`src/rtl/cache_ctrl.sv`:
```
// Cache management unit between the CPU memory stage and a 2-way set-associative cache array.
// Optional hit/miss statistics counters are enabled by defining CACHE_STAT_EN.
module cache_ctrl #(
    parameter int unsigned ADDR_BITS  = 32,
    parameter int unsigned TAG_BITS   = 23,
    parameter int unsigned INDEX_BITS = 5,
    parameter int unsigned LINE_WORDS = 4
) (
    input  logic                 clk,
    input  logic                 rst,
    input  logic [ADDR_BITS-1:0] addr_rw,
    input  logic                 en_r,
    input  logic                 en_w,
    input  logic [2:0]           u_b_h_w,
    input  logic [31:0]          data_w,
    output logic [31:0]          data_r,
    output logic                 stall,
    output logic [ADDR_BITS-1:0] cache_addr,
    output logic                 cache_load,
    output logic                 cache_edit,
    output logic                 cache_store,
    output logic [2:0]           cache_u_b_h_w,
    output logic [31:0]          cache_din,
    input  logic                 cache_hit,
    input  logic [31:0]          cache_dout,
    input  logic                 cache_valid,
    input  logic                 cache_dirty,
    input  logic [TAG_BITS-1:0]  cache_tag,
    output logic                 mem_cs,
    output logic                 mem_we,
    output logic [ADDR_BITS-1:0] mem_addr,
    output logic [31:0]          mem_din,
    input  logic [31:0]          mem_dout,
    input  logic                 mem_ack
`ifdef CACHE_STAT_EN
    ,
    output logic [31:0]          hit_cnt,
    output logic [31:0]          miss_cnt
`endif
);

    localparam int unsigned WC_BITS = $clog2(LINE_WORDS);
    localparam int unsigned IDX_LSB = WC_BITS + 2;
    localparam int unsigned TAG_LSB = IDX_LSB + INDEX_BITS;
    localparam logic [2:0]  UBHW_WORD = 3'b010;

    typedef enum logic [2:0] {S_IDLE, S_CHECK, S_BACK, S_FILL, S_RETRY} state_t;

    state_t                 state_q, state_d;
    logic [WC_BITS-1:0]     word_cnt_q, word_cnt_d;
    logic                   rd_vld_q, rd_vld_d;
    logic [TAG_BITS-1:0]    victim_tag_q, victim_tag_d;
    logic [ADDR_BITS-1:0]   req_addr_q, req_addr_d;
    logic [2:0]             req_ubhw_q, req_ubhw_d;
    logic [31:0]            req_data_q, req_data_d;
    logic                   req_ld_q, req_ld_d;
    logic                   req_st_q, req_st_d;
    logic [31:0]            data_r_q, data_r_d;
    logic                   mem_cs_q, mem_cs_d;
    logic                   mem_we_q, mem_we_d;
    logic [ADDR_BITS-1:0]   mem_addr_q, mem_addr_d;
    logic [31:0]            mem_din_q, mem_din_d;
`ifdef CACHE_STAT_EN
    logic [31:0]            hit_cnt_q, hit_cnt_d;
    logic [31:0]            miss_cnt_q, miss_cnt_d;
    logic                   first_q, first_d;
`endif

    logic [ADDR_BITS-1:0]   line_addr;
    logic [ADDR_BITS-1:0]   victim_addr;

    assign line_addr   = {req_addr_q[ADDR_BITS-1:IDX_LSB], word_cnt_q, 2'b00};
    assign victim_addr = {victim_tag_q, req_addr_q[TAG_LSB-1:IDX_LSB], word_cnt_q, 2'b00};

    assign data_r   = data_r_q;
    assign mem_cs   = mem_cs_q;
    assign mem_we   = mem_we_q;
    assign mem_addr = mem_addr_q;
    assign mem_din  = mem_din_q;
`ifdef CACHE_STAT_EN
    assign hit_cnt  = hit_cnt_q;
    assign miss_cnt = miss_cnt_q;
`endif

    always_ff @(posedge clk or negedge rst) begin
        if (!rst) begin
            state_q      <= S_IDLE;
            word_cnt_q   <= '0;
            rd_vld_q     <= 1'b0;
            victim_tag_q <= '0;
            req_addr_q   <= '0;
            req_ubhw_q   <= '0;
            req_data_q   <= '0;
            req_ld_q     <= 1'b0;
            req_st_q     <= 1'b0;
            data_r_q     <= '0;
            mem_cs_q     <= 1'b0;
            mem_we_q     <= 1'b0;
            mem_addr_q   <= '0;
            mem_din_q    <= '0;
`ifdef CACHE_STAT_EN
            hit_cnt_q    <= '0;
            miss_cnt_q   <= '0;
            first_q      <= 1'b0;
`endif
        end else begin
            state_q      <= state_d;
            word_cnt_q   <= word_cnt_d;
            rd_vld_q     <= rd_vld_d;
            victim_tag_q <= victim_tag_d;
            req_addr_q   <= req_addr_d;
            req_ubhw_q   <= req_ubhw_d;
            req_data_q   <= req_data_d;
            req_ld_q     <= req_ld_d;
            req_st_q     <= req_st_d;
            data_r_q     <= data_r_d;
            mem_cs_q     <= mem_cs_d;
            mem_we_q     <= mem_we_d;
            mem_addr_q   <= mem_addr_d;
            mem_din_q    <= mem_din_d;
`ifdef CACHE_STAT_EN
            hit_cnt_q    <= hit_cnt_d;
            miss_cnt_q   <= miss_cnt_d;
            first_q      <= first_d;
`endif
        end
    end

    // Cache-array controls are combinational because the array itself registers the lookup.
    always_comb begin
        state_d       = state_q;
        word_cnt_d    = word_cnt_q;
        rd_vld_d      = rd_vld_q;
        victim_tag_d  = victim_tag_q;
        req_addr_d    = req_addr_q;
        req_ubhw_d    = req_ubhw_q;
        req_data_d    = req_data_q;
        req_ld_d      = req_ld_q;
        req_st_d      = req_st_q;
        data_r_d      = data_r_q;
        mem_cs_d      = mem_cs_q;
        mem_we_d      = mem_we_q;
        mem_addr_d    = mem_addr_q;
        mem_din_d     = mem_din_q;
`ifdef CACHE_STAT_EN
        hit_cnt_d     = hit_cnt_q;
        miss_cnt_d    = miss_cnt_q;
        first_d       = first_q;
`endif
        cache_addr    = '0;
        cache_load    = 1'b0;
        cache_edit    = 1'b0;
        cache_store   = 1'b0;
        cache_u_b_h_w = '0;
        cache_din     = '0;
        stall         = (en_r | en_w) & ~((state_q == S_CHECK) & cache_hit);

        case (state_q)
            S_IDLE: begin
                if (en_r | en_w) begin
                    cache_addr    = addr_rw;
                    cache_load    = en_r & ~en_w;
                    cache_edit    = en_w;
                    cache_din     = data_w;
                    cache_u_b_h_w = u_b_h_w;
                    req_addr_d    = addr_rw;
                    req_ubhw_d    = u_b_h_w;
                    req_data_d    = data_w;
                    req_ld_d      = en_r & ~en_w;
                    req_st_d      = en_w;
`ifdef CACHE_STAT_EN
                    first_d       = 1'b1;
`endif
                    state_d       = S_CHECK;
                end
            end
            S_CHECK: begin
                word_cnt_d = '0;
                rd_vld_d   = 1'b0;
                if (cache_hit) begin
                    if (req_ld_q) begin
                        data_r_d = cache_dout;
                    end
`ifdef CACHE_STAT_EN
                    if (first_q && (hit_cnt_q != 32'hFFFF_FFFF)) begin
                        hit_cnt_d = hit_cnt_q + 32'd1;
                    end
`endif
                    state_d = S_IDLE;
                end else begin
                    victim_tag_d = cache_tag;
`ifdef CACHE_STAT_EN
                    if (first_q && (miss_cnt_q != 32'hFFFF_FFFF)) begin
                        miss_cnt_d = miss_cnt_q + 32'd1;
                    end
`endif
                    state_d = (cache_valid & cache_dirty) ? S_BACK : S_FILL;
                end
            end
            S_BACK: begin
                // Victim word is read one cycle before it is offered to memory.
                cache_addr = line_addr;
                if (!rd_vld_q) begin
                    rd_vld_d = 1'b1;
                end else if (!mem_cs_q) begin
                    mem_cs_d   = 1'b1;
                    mem_we_d   = 1'b1;
                    mem_addr_d = victim_addr;
                    mem_din_d  = cache_dout;
                end else if (mem_ack) begin
                    mem_cs_d   = 1'b0;
                    mem_we_d   = 1'b0;
                    rd_vld_d   = 1'b0;
                    word_cnt_d = word_cnt_q + WC_BITS'(1);
                    if (word_cnt_q == WC_BITS'(LINE_WORDS - 1)) begin
                        state_d = S_FILL;
                    end
                end
            end
            S_FILL: begin
                if (!mem_cs_q) begin
                    mem_cs_d   = 1'b1;
                    mem_we_d   = 1'b0;
                    mem_addr_d = line_addr;
                end else if (mem_ack) begin
                    cache_store   = 1'b1;
                    cache_addr    = mem_addr_q;
                    cache_din     = mem_dout;
                    cache_u_b_h_w = UBHW_WORD;
                    mem_cs_d      = 1'b0;
                    word_cnt_d    = word_cnt_q + WC_BITS'(1);
                    if (word_cnt_q == WC_BITS'(LINE_WORDS - 1)) begin
                        state_d = S_RETRY;
                    end
                end
            end
            S_RETRY: begin
                cache_addr    = req_addr_q;
                cache_load    = req_ld_q;
                cache_edit    = req_st_q;
                cache_din     = req_data_q;
                cache_u_b_h_w = req_ubhw_q;
`ifdef CACHE_STAT_EN
                first_d       = 1'b0;
`endif
                state_d       = S_CHECK;
            end
            default: state_d = S_IDLE;
        endcase

        // Combinational outputs must read as zero while reset is held.
        if (!rst) begin
            cache_addr    = '0;
            cache_load    = 1'b0;
            cache_edit    = 1'b0;
            cache_store   = 1'b0;
            cache_u_b_h_w = '0;
            cache_din     = '0;
            stall         = 1'b0;
        end
    end

endmodule

```
`config.mk`:
```
export PLATFORM = sky130hd
export DESIGN_NAME = cache_ctrl
export DESIGN_NICKNAME = d
export VERILOG_FILES = /design/src/rtl/cache_ctrl.sv
export SDC_FILE = /design/constraint.sdc
export NUM_CORES = 1
export LEC_CHECK = 0
export CAP_MARGIN = 30
export CORE_ASPECT_RATIO = 1.2
export CORE_UTILIZATION = 49
export CTS_CLUSTER_SIZE = 30
export DETAILED_ROUTE_END_ITERATION = 12
export GPL_TIMING_DRIVEN = 0
export HOLD_SLACK_MARGIN = 0.1
export PLACE_DENSITY = 0.88
export SLEW_MARGIN = 5
export SYNTH_ARGS = -nofsm -noshare
export SYNTH_HDL_FRONTEND = slang
export SYNTH_SLANG_ARGS = --single-unit
```
`constraint.sdc`:
```
create_clock -name clk -period 3.1 [get_ports clk]
set_input_delay 0.62 -clock clk [delete_from_list [all_inputs] [get_ports clk]]
set_output_delay 0.62 -clock clk [all_outputs]
set_load 0.02 [all_outputs]
```
; Word-level counts from Yosys, hierarchy flattened
; Index checks and enable logic that the tools add are counted.
[totals]
ff_bits = 196
elab_cells = 109
input_bits = 162
output_inout_bits = 169
[op_classes]
addsub = 1
bitwise = 9
n_mux = 56
n_eq_ne = 16
n_reduce_logical = 13
[op_table]
columns = operator, count
row1 = $mux W32, 11
row2 = $pmux W32 S4, 1
row3 = $pmux W32 S3, 1
row4 = $pmux W32 S2, 1
row5 = $mux W3, 10
row6 = $ne A2 B2 Y1 const B, 10
row7 = $mux W1, 18
row8 = $pmux W3 S5, 1
row9 = $mux W2, 6
row10 = $pmux W1 S2, 5
row11 = $pmux W3 S3, 1
row12 = $reduce_and A2 Y1, 4
row13 = $reduce_and A4 Y1, 2
row14 = $reduce_and A8 Y1, 1
row15 = $eq A3 B2 Y1 const B, 2
row16 = $pmux W2 S3, 1
row17 = $reduce_and A3 Y1, 2
row18 = $and A1 B1 Y1, 4
row19 = $not A1 Y1, 4
row20 = $reduce_bool A2 Y1, 2
row21 = $eq A3 B1 Y1 const B, 1
row22 = $eq A3 B3 Y1 const B, 1
row23 = $logic_not A3 Y1, 1
row24 = $ne A3 B3 Y1 const B, 1
row25 = other kinds (4), 4

; Longest topological paths before layout
[depth]
depth_word = 6
ltp_mapped = 7
depth_no_buf = 4

; Worst setup path before layout
; Ideal clock, no wire load.
[synth_path]
kind = register to output
startpoint = reg mem_cs_q, in the netlist mem_cs
endpoint = out cache_addr[10]
stages_incl_launch_ff = 8
arrival_time_ns = 1.727
t_required_ns = 2.480
slack_ns = 0.753
n_path_buf = 4
path_cell_list = dfrtp_1 -> buf_2 -> and2_1 -> clkbuf_1 -> buf_2 -> buf_2 -> nand3_1 -> a31oi_1
[synth_between]
elab_chain_cells = 3
[synth_rtl]
columns = item, line
row1 = start: declaration, 59  ; logic mem_cs_q, mem_cs_d;
row2 = start signal: assignment, 117  ; mem_cs_q <= mem_cs_d;
row3 = $mux W32, 221  ; if (!mem_cs_q) begin
row4 = $pmux W32 S4, 158  ; case (state_q)
row5 = $mux W32, 252  ; if (!rst) begin
row6 = end: declaration, 18  ; output logic [ADDR_BITS-1:0] cache_addr,
; No other way between the ends.

; Final worst setup path
[layout_path]
startpoint = in en_r
endpoint = out cache_addr[28]
[layout_between]
elab_chain_cells = 4
[layout_rtl]
columns = item, line
row1 = start: declaration, 12  ; input logic en_r,
row2 = $or A1 B1 Y1, 160  ; if (en_r | en_w) begin
row3 = $mux W32, 160
row4 = $pmux W32 S4, 158
row5 = $mux W32, 252
; No other way between the ends.

==> reports/metrics.csv <==
stage,metric,value,unit
clocking,CTS tree,done,
clocking,clock-pin slew on the worst setup and hold paths,0.08,ns
setup_path,WP data required,2.48,ns
die,die height,154,um
setup_path,"Cell Chain, Critical Path",clkdlybuf4s50_1 > or2_4 > buf_6 > clkbuf_4 > nand3_1 > a31oi_1 > clkdlybuf4s15_1,
synth,Syn Inst Count,777,
drt,via count,8092,
synth,synth warn,0,
setup_path,cell family with most CP delay,buffers and inverters,
clocking,CTS Buf Count,17,
clocking,clock sinks,194,
global_routing,initial antenna violation count,0,
drt,routed wire length,29800,um
cells_and_area,"most common cell after layout, fill and taps aside",clkdlybuf4s50_1,
setup_path,slowest cell delay on critical path,0.55,ns
clocking,clk_lat worst skew,0.44,ns
placed_design,Final GP Congestion,0.859,
synth,Mapped Area,9370,um^2
cells_and_area,share of cells above drive strength 1,0.263,
setup_path,CP max FO,10,
die,# IOs,331,
cells_and_area,fin nets,1297,
setup_path,Crit Path Category,in -> out,
placed_design,Placed Cells,1363,
power_and_ir_drop,overall power,13500,uW
die,full die area,19700,um^2
drt,WL per Instance,21.2,um
setup_path,"Buf+Inv Stages, Crit Path",4,
synth,Post-Syn Area per Cell,12.1,um^2
drt,Pre-antenna DRT Iters,5,
die,starting density of the core,0.499,
cells_and_area,most frequent cells in the layout,"clkdlybuf4s50_1 (255), dfrtp_1 (194), mux2_2 (117)",
placed_design,hpwl dp,21700,um
setup_path,Worst Path Arrival,2.42,ns
timing,# setup viols final,0,
clocking,clock buffer depth,2,
global_routing,gr usage total,0.309,
die,die width,128,um
worst_hold_path,HP Class,in -> async,
cells_and_area,Final Non-Filler Cells,1403,
synth,top post-synthesis cells by area,"dfrtp_1 (52%), mux2_2 (14%), nand3_1 (5.3%)",
die,Site Rows,55,
power_and_ir_drop,VDD IR-drop max,594,uV
drt,vias per cell,5.77,
placed_design,PortBufs,328,
timing,"Hold Violations, Final",0,
timing,Slew HR,0.616,
timing,Setup Skew,0.0112,ns
drt,ANT nets after route,0,
setup_path,startpoint types,input port,
synth,"area leader, netlist",dfrtp_1,
synth,post-synth top area share,0.518,
cells_and_area,share of the core filled with cells,0.729,
timing,setup TNS,0,ns
flow_run,maxcap violations,0,
cells_and_area,fillers,1327,
synth,count of cell types in the netlist,47,
status,status,"complete, no violations",
synth,synthesized flop and latch total,194,
drt,Initial DRC Count,505,
cells_and_area,Area Growth Syn to Fin,46.1,%
timing,Peak Freq,329,MHz
global_routing,vias in the first global route,8479,
die,Core ar.,18800,um^2
timing,RSZ-0062 raised after global routing,false,
power_and_ir_drop,Leak,0.00597,uW
synth,register area share after synthesis,0.518,
drt,# DRC,0,
cells_and_area,diode count,0,
global_routing,largest net degree at the start of global routing,103,
timing,Tightest Pin Transition,0.576,ns
clocking,Root Driver,clkbuf_16,
clocking,H-tree levels,4,
setup_path,"slowest stage cell, crit path",clkdlybuf4s50_1,
power_and_ir_drop,pwr/cell area,986,nW/um^2
global_routing,first-pass GRT wire length,46700,um
global_routing,total grt overflow,0,
setup_path,Worst setup EP type,output port,
timing,Final Max Tran Viols,0,
timing,minimum clock period,3.04,ns
timing,Tcrit/Tclk final,0.979,
registers in the layout, indices dropped and copies added, names as in the netlist:
| name | flops |
|---|---|
| victim_tag_q | 23 |
| req_st_q | 1 |
| word_cnt_q | 2 |
| req_ubhw_q | 3 |
| mem_cs | 1 |
| req_data_q | 32 |
| req_addr_q | 32 |
| state_q | 3 |
| mem_addr | 30 |
| data_r | 32 |
| req_ld_q | 1 |
| mem_we | 1 |
| mem_din | 32 |
| rd_vld_q | 1 |
per-layer routing:
| metal | global-route usage | up-vias | wire length (um) |
|---|---|---|---|
| met5 | 0 | - | 0 |
| met4 | 0.107 | 0 | 761 |
| met3 | 0.0752 | 47 | 2050 |
| met2 | 0.528 | 346 | 15300 |
| met1 | 0.380 | 4087 | 11700 |
| li1 | - | 3612 | - |
path summary, 6_finish.rpt:
kind                                             start  slack (ns)  depth (start not counted)                     endpoint
max in group asynchronous                          rst        2.11                          2      mem_din[13]$_DFFE_PN0P_
hold / removal                                     rst        0.10                          1      mem_din[21]$_DFFE_PN0P_
hold reg to reg            victim_tag_q[5]$_DFFE_PN0P_        0.48                          1  victim_tag_q[5]$_DFFE_PN0P_
setup reg to reg                state_q[2]$_DFFE_PN0P_        1.10                          4      mem_din[26]$_DFFE_PN0P_
min in group clk           victim_tag_q[5]$_DFFE_PN0P_        0.48                          1  victim_tag_q[5]$_DFFE_PN0P_
setup / recovery                                  en_r        0.06                          7               cache_addr[28]
synthesized netlist by cell type (all sizes together):
| library cell | n |
|---|---|
| dfrtp | 194 |
| mux2 | 145 |
| nand3 | 100 |
| a21bo | 63 |
| buf | 50 |
| a21oi | 40 |
| a32oi | 36 |
| nand3b | 33 |
| a31oi | 31 |
| clkbuf | 25 |
| nor2 | 12 |
| nand2 | 6 |
| o21ai | 6 |
| nor3b | 4 |
| a21o | 3 |
| and3 | 2 |
| nand2b | 2 |
| nor2b | 2 |
| nor3 | 2 |
| o211ai | 2 |
| or2 | 2 |
| a211o | 1 |
| a221oi | 1 |
| a22o | 1 |
| a22oi | 1 |
| a2bb2oi | 1 |
| and2 | 1 |
| and3b | 1 |
| conb | 1 |
| ha | 1 |
| inv | 1 |
| mux2i | 1 |
| nand4 | 1 |
| nand4bb | 1 |
| o22ai | 1 |
| or3b | 1 |
| or4 | 1 |
| xor2 | 1 |
through the flow:
stage / cell area (um^2) / hold slack (ns) / worst slack [ns]
final: 13700 / 0.103 / 0.0638
after global routing: 13700 / 0.155 / 0.00243
after CTS: 13700 / 0.147 / -0.0526
after detailed placement: 13000 / 0.465 / -0.642
after global placement: 13000 / 0.463 / -8.91
after floorplan: 9380 / 0.324 / 0.753
area by class of cell:
| cell class | count | area (um^2) | area share |
|---|---|---|---|
| inverters | 1 | 3.75 | 0.000274 |
| well taps | 256 | 320 | 0.0234 |
| clock buffers | 18 | 439 | 0.0321 |
| plain buffers | 74 | 478 | 0.0349 |
| multi-input cells | 508 | 4180 | 0.305 |
| clock inverters | 14 | 136 | 0.00996 |
| flip-flops and latches | 194 | 4850 | 0.354 |
| repair buffers | 338 | 3290 | 0.240 |
cells by family (layout without fill, tap and decap cells):
family,count (synthesis),count (layout),share of synthesized area
flops,194,194,0.518
fa+ha+maj,1,1,0.00133
mux,146,146,0.175
simple gates,171,171,0.106
buf+inv,76,445,0.0416
compound gates,187,187,0.156
other cells,1,2,0.000400
xor+xnor,1,1,0.00174
power by group:
group | total (uW) | internal (uW) | switching [uW]
Clock | 2200 | 1100 | 1100
Combinational | 6740 | 3370 | 3370
Sequential | 4560 | 3770 | 796
what timing repair did:
| action | in CTS | in global routing |
|---|---|---|
| setup buffers | 6 | 3 |
| pin swaps | 2 | 3 |
| endpoints found under the setup margin | 69 | 65 |
| hold buffers | 0 | 0 |
| cloned | 0 | 0 |
| endpoints found under the hold margin | 0 | 0 |
| gates resized for setup | 177 | 62 |
Note: power is estimated with default switching activity, not from simulation.
